==> src/rtl/mem_access_ctrl_if.sv <==
// CPU-side request/response channel plus the BRAM port of the load/store controller.
// The slave modport is the controller; the master modport is the CPU and BRAM wrapper around it.
interface mem_access_ctrl_if;
  logic        req_valid;
  logic        req_ready;
  logic        req_we;
  logic [1:0]  req_size;
  logic        req_signed;
  logic [31:0] req_addr;
  logic [31:0] req_wdata;

  logic        resp_valid;
  logic        resp_err;
  logic [31:0] resp_rdata;

  logic [31:0] mem_addr;
  logic [31:0] mem_din;
  logic        mem_wren;
  logic [31:0] mem_dout;

  modport slave (
    input  req_valid, req_we, req_size, req_signed, req_addr, req_wdata, mem_dout,
    output req_ready, resp_valid, resp_err, resp_rdata, mem_addr, mem_din, mem_wren
  );

  modport master (
    output req_valid, req_we, req_size, req_signed, req_addr, req_wdata, mem_dout,
    input  req_ready, resp_valid, resp_err, resp_rdata, mem_addr, mem_din, mem_wren
  );
endinterface

==> src/rtl/mem_access_ctrl.sv <==
// Load/store controller: byte/half/word accesses on a word-wide BRAM, sub-word stores done
// as read-modify-write, loads lane-extracted and sign/zero-extended, bad requests rejected.
module mem_access_ctrl #(
  parameter int ADDR_W = 13
) (
  input  logic          clk,
  input  logic          rst,
  mem_access_ctrl_if.slave bus
);

  typedef enum logic [2:0] {
    S_IDLE,
    S_READ,
    S_DATA,
    S_WRITE,
    S_RESP
  } state_t;

  typedef enum logic [1:0] {
    SZ_BYTE = 2'b00,
    SZ_HALF = 2'b01,
    SZ_WORD = 2'b10,
    SZ_RSVD = 2'b11
  } size_t;

  state_t      state, state_nx;

  logic        we_q;
  logic        sgn_q;
  logic        err_q;
  size_t       size_q;
  logic [31:0] addr_q;
  logic [31:0] wdata_q;
  logic [31:0] data_q;

  logic        accept;
  logic        req_err;
  logic        wren;
  logic [31:0] word_addr;
  logic [4:0]  lane_sh;
  logic [15:0] lane_dout;
  logic [31:0] lane_mask;
  logic [31:0] merged;
  logic [31:0] load_val;

  assign accept    = (state == S_IDLE) && bus.req_valid;
  assign word_addr = {addr_q[31:2], 2'b00};
  assign lane_sh   = {addr_q[1:0], 3'b000};

  // Any failing check rejects the request, so the checks can be OR-ed together.
  always_comb begin
    req_err = |bus.req_addr[31:ADDR_W];
    case (bus.req_size)
      SZ_HALF: req_err = req_err | bus.req_addr[0];
      SZ_WORD: req_err = req_err | (|bus.req_addr[1:0]);
      SZ_RSVD: req_err = 1'b1;
      default: ;
    endcase
  end

  // Lane extraction and merge both work on the word returned by the read in DATA.
  always_comb begin
    lane_dout = 16'(bus.mem_dout >> lane_sh);
    lane_mask = (size_q == SZ_BYTE) ? (32'h0000_00FF << lane_sh) : (32'h0000_FFFF << lane_sh);
    merged    = (bus.mem_dout & ~lane_mask) | ((wdata_q << lane_sh) & lane_mask);
    case (size_q)
      SZ_BYTE: load_val = {{24{sgn_q & lane_dout[7]}}, lane_dout[7:0]};
      SZ_HALF: load_val = {{16{sgn_q & lane_dout[15]}}, lane_dout[15:0]};
      default: load_val = bus.mem_dout;
    endcase
  end

  // NOTE: registers are updated with <= so every flop samples the pre-edge values of its inputs.
  always_ff @(posedge clk) begin
    if (rst) state <= S_IDLE;
    else     state <= state_nx;
  end

  // NOTE: the request/data registers carry no reset; every output they feed is gated by state.
  always_ff @(posedge clk) begin
    if (accept) begin
      we_q    <= bus.req_we;
      size_q  <= size_t'(bus.req_size);
      sgn_q   <= bus.req_signed;
      addr_q  <= bus.req_addr;
      wdata_q <= bus.req_wdata;
      err_q   <= req_err;
      data_q  <= bus.req_wdata;
    end else if (state == S_DATA) begin
      data_q  <= we_q ? merged : load_val;
    end
  end

  // NOTE: every output of this block gets a default first so no path leaves a latch behind.
  always_comb begin
    state_nx       = state;
    bus.req_ready  = 1'b0;
    bus.resp_valid = 1'b0;
    bus.resp_err   = 1'b0;
    bus.resp_rdata = '0;
    bus.mem_addr   = '0;
    bus.mem_din    = '0;
    wren           = 1'b0;
    case (state)
      S_IDLE: begin
        bus.req_ready = 1'b1;
        if (bus.req_valid) begin
          if (req_err)                                 state_nx = S_RESP;
          else if (bus.req_we && bus.req_size == SZ_WORD) state_nx = S_WRITE;
          else                                         state_nx = S_READ;
        end
      end
      S_READ: begin
        bus.mem_addr = word_addr;
        state_nx     = S_DATA;
      end
      S_DATA: begin
        state_nx = we_q ? S_WRITE : S_RESP;
      end
      S_WRITE: begin
        bus.mem_addr = word_addr;
        bus.mem_din  = data_q;
        wren         = 1'b1;
        state_nx     = S_RESP;
      end
      S_RESP: begin
        bus.resp_valid = 1'b1;
        bus.resp_err   = err_q;
        bus.resp_rdata = (err_q || we_q) ? '0 : data_q;
        state_nx       = S_IDLE;
      end
      default: state_nx = S_IDLE;
    endcase
  end

  // A reset landing in the WRITE cycle must not reach the BRAM.
  assign bus.mem_wren = wren & ~rst;

endmodule

==> src/flat_wrapper.sv <==
// flat-port wrapper written by rule: the top's interface ports become plain ports
module mem_access_ctrl_flat 
#(
  parameter int ADDR_W = 13
)
  (clk, rst, bus_req_valid, bus_req_we, bus_req_size, bus_req_signed, bus_req_addr, bus_req_wdata, bus_mem_dout, bus_req_ready, bus_resp_valid, bus_resp_err, bus_resp_rdata, bus_mem_addr, bus_mem_din, bus_mem_wren);
  mem_access_ctrl_if bus_i ();
  input  logic clk;
  input  logic rst;
  input wire logic [$bits(bus_i.req_valid)-1:0] bus_req_valid;
  input wire logic [$bits(bus_i.req_we)-1:0] bus_req_we;
  input wire logic [$bits(bus_i.req_size)-1:0] bus_req_size;
  input wire logic [$bits(bus_i.req_signed)-1:0] bus_req_signed;
  input wire logic [$bits(bus_i.req_addr)-1:0] bus_req_addr;
  input wire logic [$bits(bus_i.req_wdata)-1:0] bus_req_wdata;
  input wire logic [$bits(bus_i.mem_dout)-1:0] bus_mem_dout;
  output wire logic [$bits(bus_i.req_ready)-1:0] bus_req_ready;
  output wire logic [$bits(bus_i.resp_valid)-1:0] bus_resp_valid;
  output wire logic [$bits(bus_i.resp_err)-1:0] bus_resp_err;
  output wire logic [$bits(bus_i.resp_rdata)-1:0] bus_resp_rdata;
  output wire logic [$bits(bus_i.mem_addr)-1:0] bus_mem_addr;
  output wire logic [$bits(bus_i.mem_din)-1:0] bus_mem_din;
  output wire logic [$bits(bus_i.mem_wren)-1:0] bus_mem_wren;
  assign bus_i.req_valid = bus_req_valid;
  assign bus_i.req_we = bus_req_we;
  assign bus_i.req_size = bus_req_size;
  assign bus_i.req_signed = bus_req_signed;
  assign bus_i.req_addr = bus_req_addr;
  assign bus_i.req_wdata = bus_req_wdata;
  assign bus_i.mem_dout = bus_mem_dout;
  assign bus_req_ready = bus_i.req_ready;
  assign bus_resp_valid = bus_i.resp_valid;
  assign bus_resp_err = bus_i.resp_err;
  assign bus_resp_rdata = bus_i.resp_rdata;
  assign bus_mem_addr = bus_i.mem_addr;
  assign bus_mem_din = bus_i.mem_din;
  assign bus_mem_wren = bus_i.mem_wren;
  mem_access_ctrl #(.ADDR_W(ADDR_W)) u_core (.clk(clk), .rst(rst), .bus(bus_i));
endmodule
==> config.mk <==
export PLATFORM = sky130hd
export DESIGN_NAME = mem_access_ctrl_flat
export DESIGN_NICKNAME = d
export VERILOG_FILES = /design/src/rtl/mem_access_ctrl_if.sv /design/src/rtl/mem_access_ctrl.sv /design/src/flat_wrapper.sv
export SDC_FILE = /design/constraint.sdc
export NUM_CORES = 1
export LEC_CHECK = 0
export ABC_AREA = 1
export BUFFER_PORTS_ARGS = -buffer_cell sky130_fd_sc_hd__clkbuf_2
export CORE_MARGIN = 4
export CORE_UTILIZATION = 51
export CTS_CLUSTER_DIAMETER = 120
export CTS_CLUSTER_SIZE = 16
export DETAILED_ROUTE_END_ITERATION = 7
export PLACE_DENSITY = 0.81
export SETUP_SLACK_MARGIN = 0.3
export SLEW_MARGIN = 0
export SYNTH_ARGS = -nofsm -noshare
export SYNTH_HDL_FRONTEND = slang
export SYNTH_SLANG_ARGS = --single-unit
==> constraint.sdc <==
create_clock -name clk -period 4.2 [get_ports clk]
set_clock_uncertainty 0.05 [all_clocks]
set_input_delay 0.42 -clock clk [delete_from_list [all_inputs] [get_ports clk]]
set_output_delay 0.42 -clock clk [all_outputs]
set_load 0.01 [all_outputs]
==> results.toml <==
[status]
status = "complete, no violations"

[synth]
netlist_area_um2 = 5900
post-synth-top-count-cell = "nand2_1"
synth_top_area_share_pct = 47.3
ys_seq_area_share_pct = 48.4
ys.flop_type = "edfxtp_1"
synthTopCellsByCount = "195 x nand2_1, 142 x nor2_1, 119 x inv_1, 93 x edfxtp_1, 51 x a21oi_1"
synth_seq_cells = 96
syn_inst = 810
ys_warn_count = 0
async_flop_share_pct = 0
ys_types = 28
synth_area_per_cell_um2 = 7.28
synth.area.top_cells = "edfxtp_1 47%, nand2_1 12%, nor2_1 9.0%"
synth_edf_count = 93
yosys.area.top_type = "edfxtp_1"

[timing]
rsz0062_at_grt = "no"
final-max-slew-violation-count = 0
tightest_slew_ns = 1.19
setup_violations = 0
max_clock_freq_mhz = 355
fin_setup_tns_ns = 0
fin_crit_ns = 2.82
hold_viol_final = 0
relSlewSlack_pct = 20.6
fin_crit_sh_pct = 67.1

[clock_tree]
clockBufferDepth = 2
post-cts-setup-buffers = 0
clock_sinks = 96
cts_made_buffers = 9
clock_latency_ns = 0.35
cts_tree = "built"
postCtsHoldBufs = 0
htreeDepth = 3
path_clk_slew_ns = 0.07
cts_root_buf = "clkbuf_16"
cts_resized = 0

[die]
die_y_um = 116
boundaryPins = 203
start_util_pct = 51.9
die_area_um2 = 13400
rows = 39
core_um2 = 11400
die_w_um = 116

[setup_path]
cp_max_fo = 20
critPathLaunch = "u_core.size_q[1]"
arrival_ns = 2.89
worstSetupStartpointType = "register"
critPathKind = "reg -> reg"
crit_path_end_kind = "register"
cp_data_required_time_ns = 4.27
r2r_start = "u_core.size_q[1]"

[power]
combPwrFrac_pct = 23.2
switchingPower_mw = 0.874
p_per_area_nw_per_um2 = 373
pwr-share-clk_pct = 29.5
leakage_nw = 3.74
p_int_mw = 1.82
power_frac_seq_pct = 47.3
ir_worst_vdd_v = 0.000375
swShare_pct = 32.4

[cells_and_area]
syn2layout_area_growth_pct = 22.5
drive_above_1_share_pct = 23.5
fin_area_um2 = 7230
n_fill_cell = 1033
final_nets = 1092
n_antenna_cell = 0

[detailed_routing]
firstDrtPassIters = 5
vias = 5928
drc = 0
drt_wl_total_mm = 17.3
wl_per_cell_um = 15.3
antenna_left = 0
vias_per_cell = 5.23
drt_iter0_markers = 511

[placed_design]
place_area_um2 = 6940
place.gp.congestion = 0.999
dp_hpwl_mm = 12.4
port_buffers = 200

[global_routing]
grt_usage_pct = 26.0
grt_pass1_wl_mm = 26.6
grt_max_degree = 76
grt_antenna_before_repair = 0
grt_pass1_vias = 5287
gr-total-overflow = 0

[min_path]
hold_path_class = "in -> reg"
hold_path.startpoint = "bus_req_addr[10]"

[run]
drv_cap = 0
[cell usage in the layout, fill, tap and decap left out, types with 2 or more instances in the layout]
master       n
o21ai_0     50
nor2_1     142
ha_1         3
clkbuf_2   200
nand2_1    195
edfxtp_1    93
inv_1      118
clkbuf_16    9
inv_2        2
a31oi_1      8
dfxtp_1      3
conb_1       2
clkinv_1     2
o21ai_1      6
nor3_1      34
buf_4        7
nand2_2      4
inv_6        4
a21oi_1     51
nand3_1     47
nor2_4       2
[final cells by class]
type | instances | area [um2] | share of cell area, %
sequential | 96 | 2850 | 39.5
multi-input combinational | 550 | 2400 | 33.2
timing repair buffer | 207 | 1050 | 14.6
inverter | 122 | 458 | 6.34
clock buffer | 10 | 229 | 3.17
tap | 143 | 179 | 2.48
clock inverter | 6 | 55.1 | 0.762
[state kept, by name, indices dropped and copies added (netlist names)]
signal          cells
u_core.addr_q      32
u_core.data_q      32
u_core.err_q        1
u_core.sgn_q        1
u_core.size_q       2
u_core.state        3
u_core.wdata_q     24
u_core.we_q         1
[stage by stage]
stage | utilization, % | cells | setup WS (ns) | total power [mW] | hold slack, ns
2_1_floorplan | - | 811 | 1.16 | 1.70 | 0.469
3_5_place_dp | 61.1 | 1118 | 1.47 | 1.92 | 0.549
6_report | 63.6 | 1134 | 1.38 | 2.70 | 0.180
4_1_cts | 63.6 | 1134 | 1.45 | 2.70 | 0.174
3_3_place_gp | 61.1 | 1118 | 1.55 | 1.90 | 0.548
5_1_grt | 63.6 | 1134 | 1.16 | 2.84 | 0.166
[final timing paths]
check	to	slack, ns	cells after the start
worst min register to register	u_core.state[2]	0.62	3
worst min-delay path	u_core.addr_q[10]	0.18	1
worst max-delay path	u_core.data_q[28]	1.38	7
worst max register to register	u_core.data_q[28]	1.38	7
[power groups by stage]
stage	Combinational [mW]	Clock, mW	Sequential, mW
after floorplan	0.435	0	1.26
after global placement	0.608	0	1.29
after detailed placement	0.621	0	1.29
after CTS	0.625	0.803	1.27
after global routing	0.709	0.845	1.29
final	0.627	0.796	1.28
[per-layer routing]
metal	wire length, um	track usage, %
met1	6580	30.8
met2	8570	44.1
met3	1500	7.62
met4	656	11.0
met5	0	0
[cells by family (layout without fill, tap and decap cells)]
logic type / after synthesis / in the layout / share of synthesized area [%]
simple gates: 429 / 429 / 29.9
buf+inv: 165 / 345 / 11.0
compound gates: 116 / 116 / 10.0
flops: 96 / 96 / 48.4
fa+ha+maj: 3 / 3 / 0.636
other cells: 1 / 2 / 0.0636
[critical path: stages (launching register included)]
cell,delay [ns]
edfxtp_1,0.78
clkinv_1,0.60
nand2_1,0.41
inv_1,0.11
nand3_2,0.26
nand3_1,0.12
a21oi_1,0.18
nor2_1,0.05
Note: power is estimated with default switching activity, not from simulation.
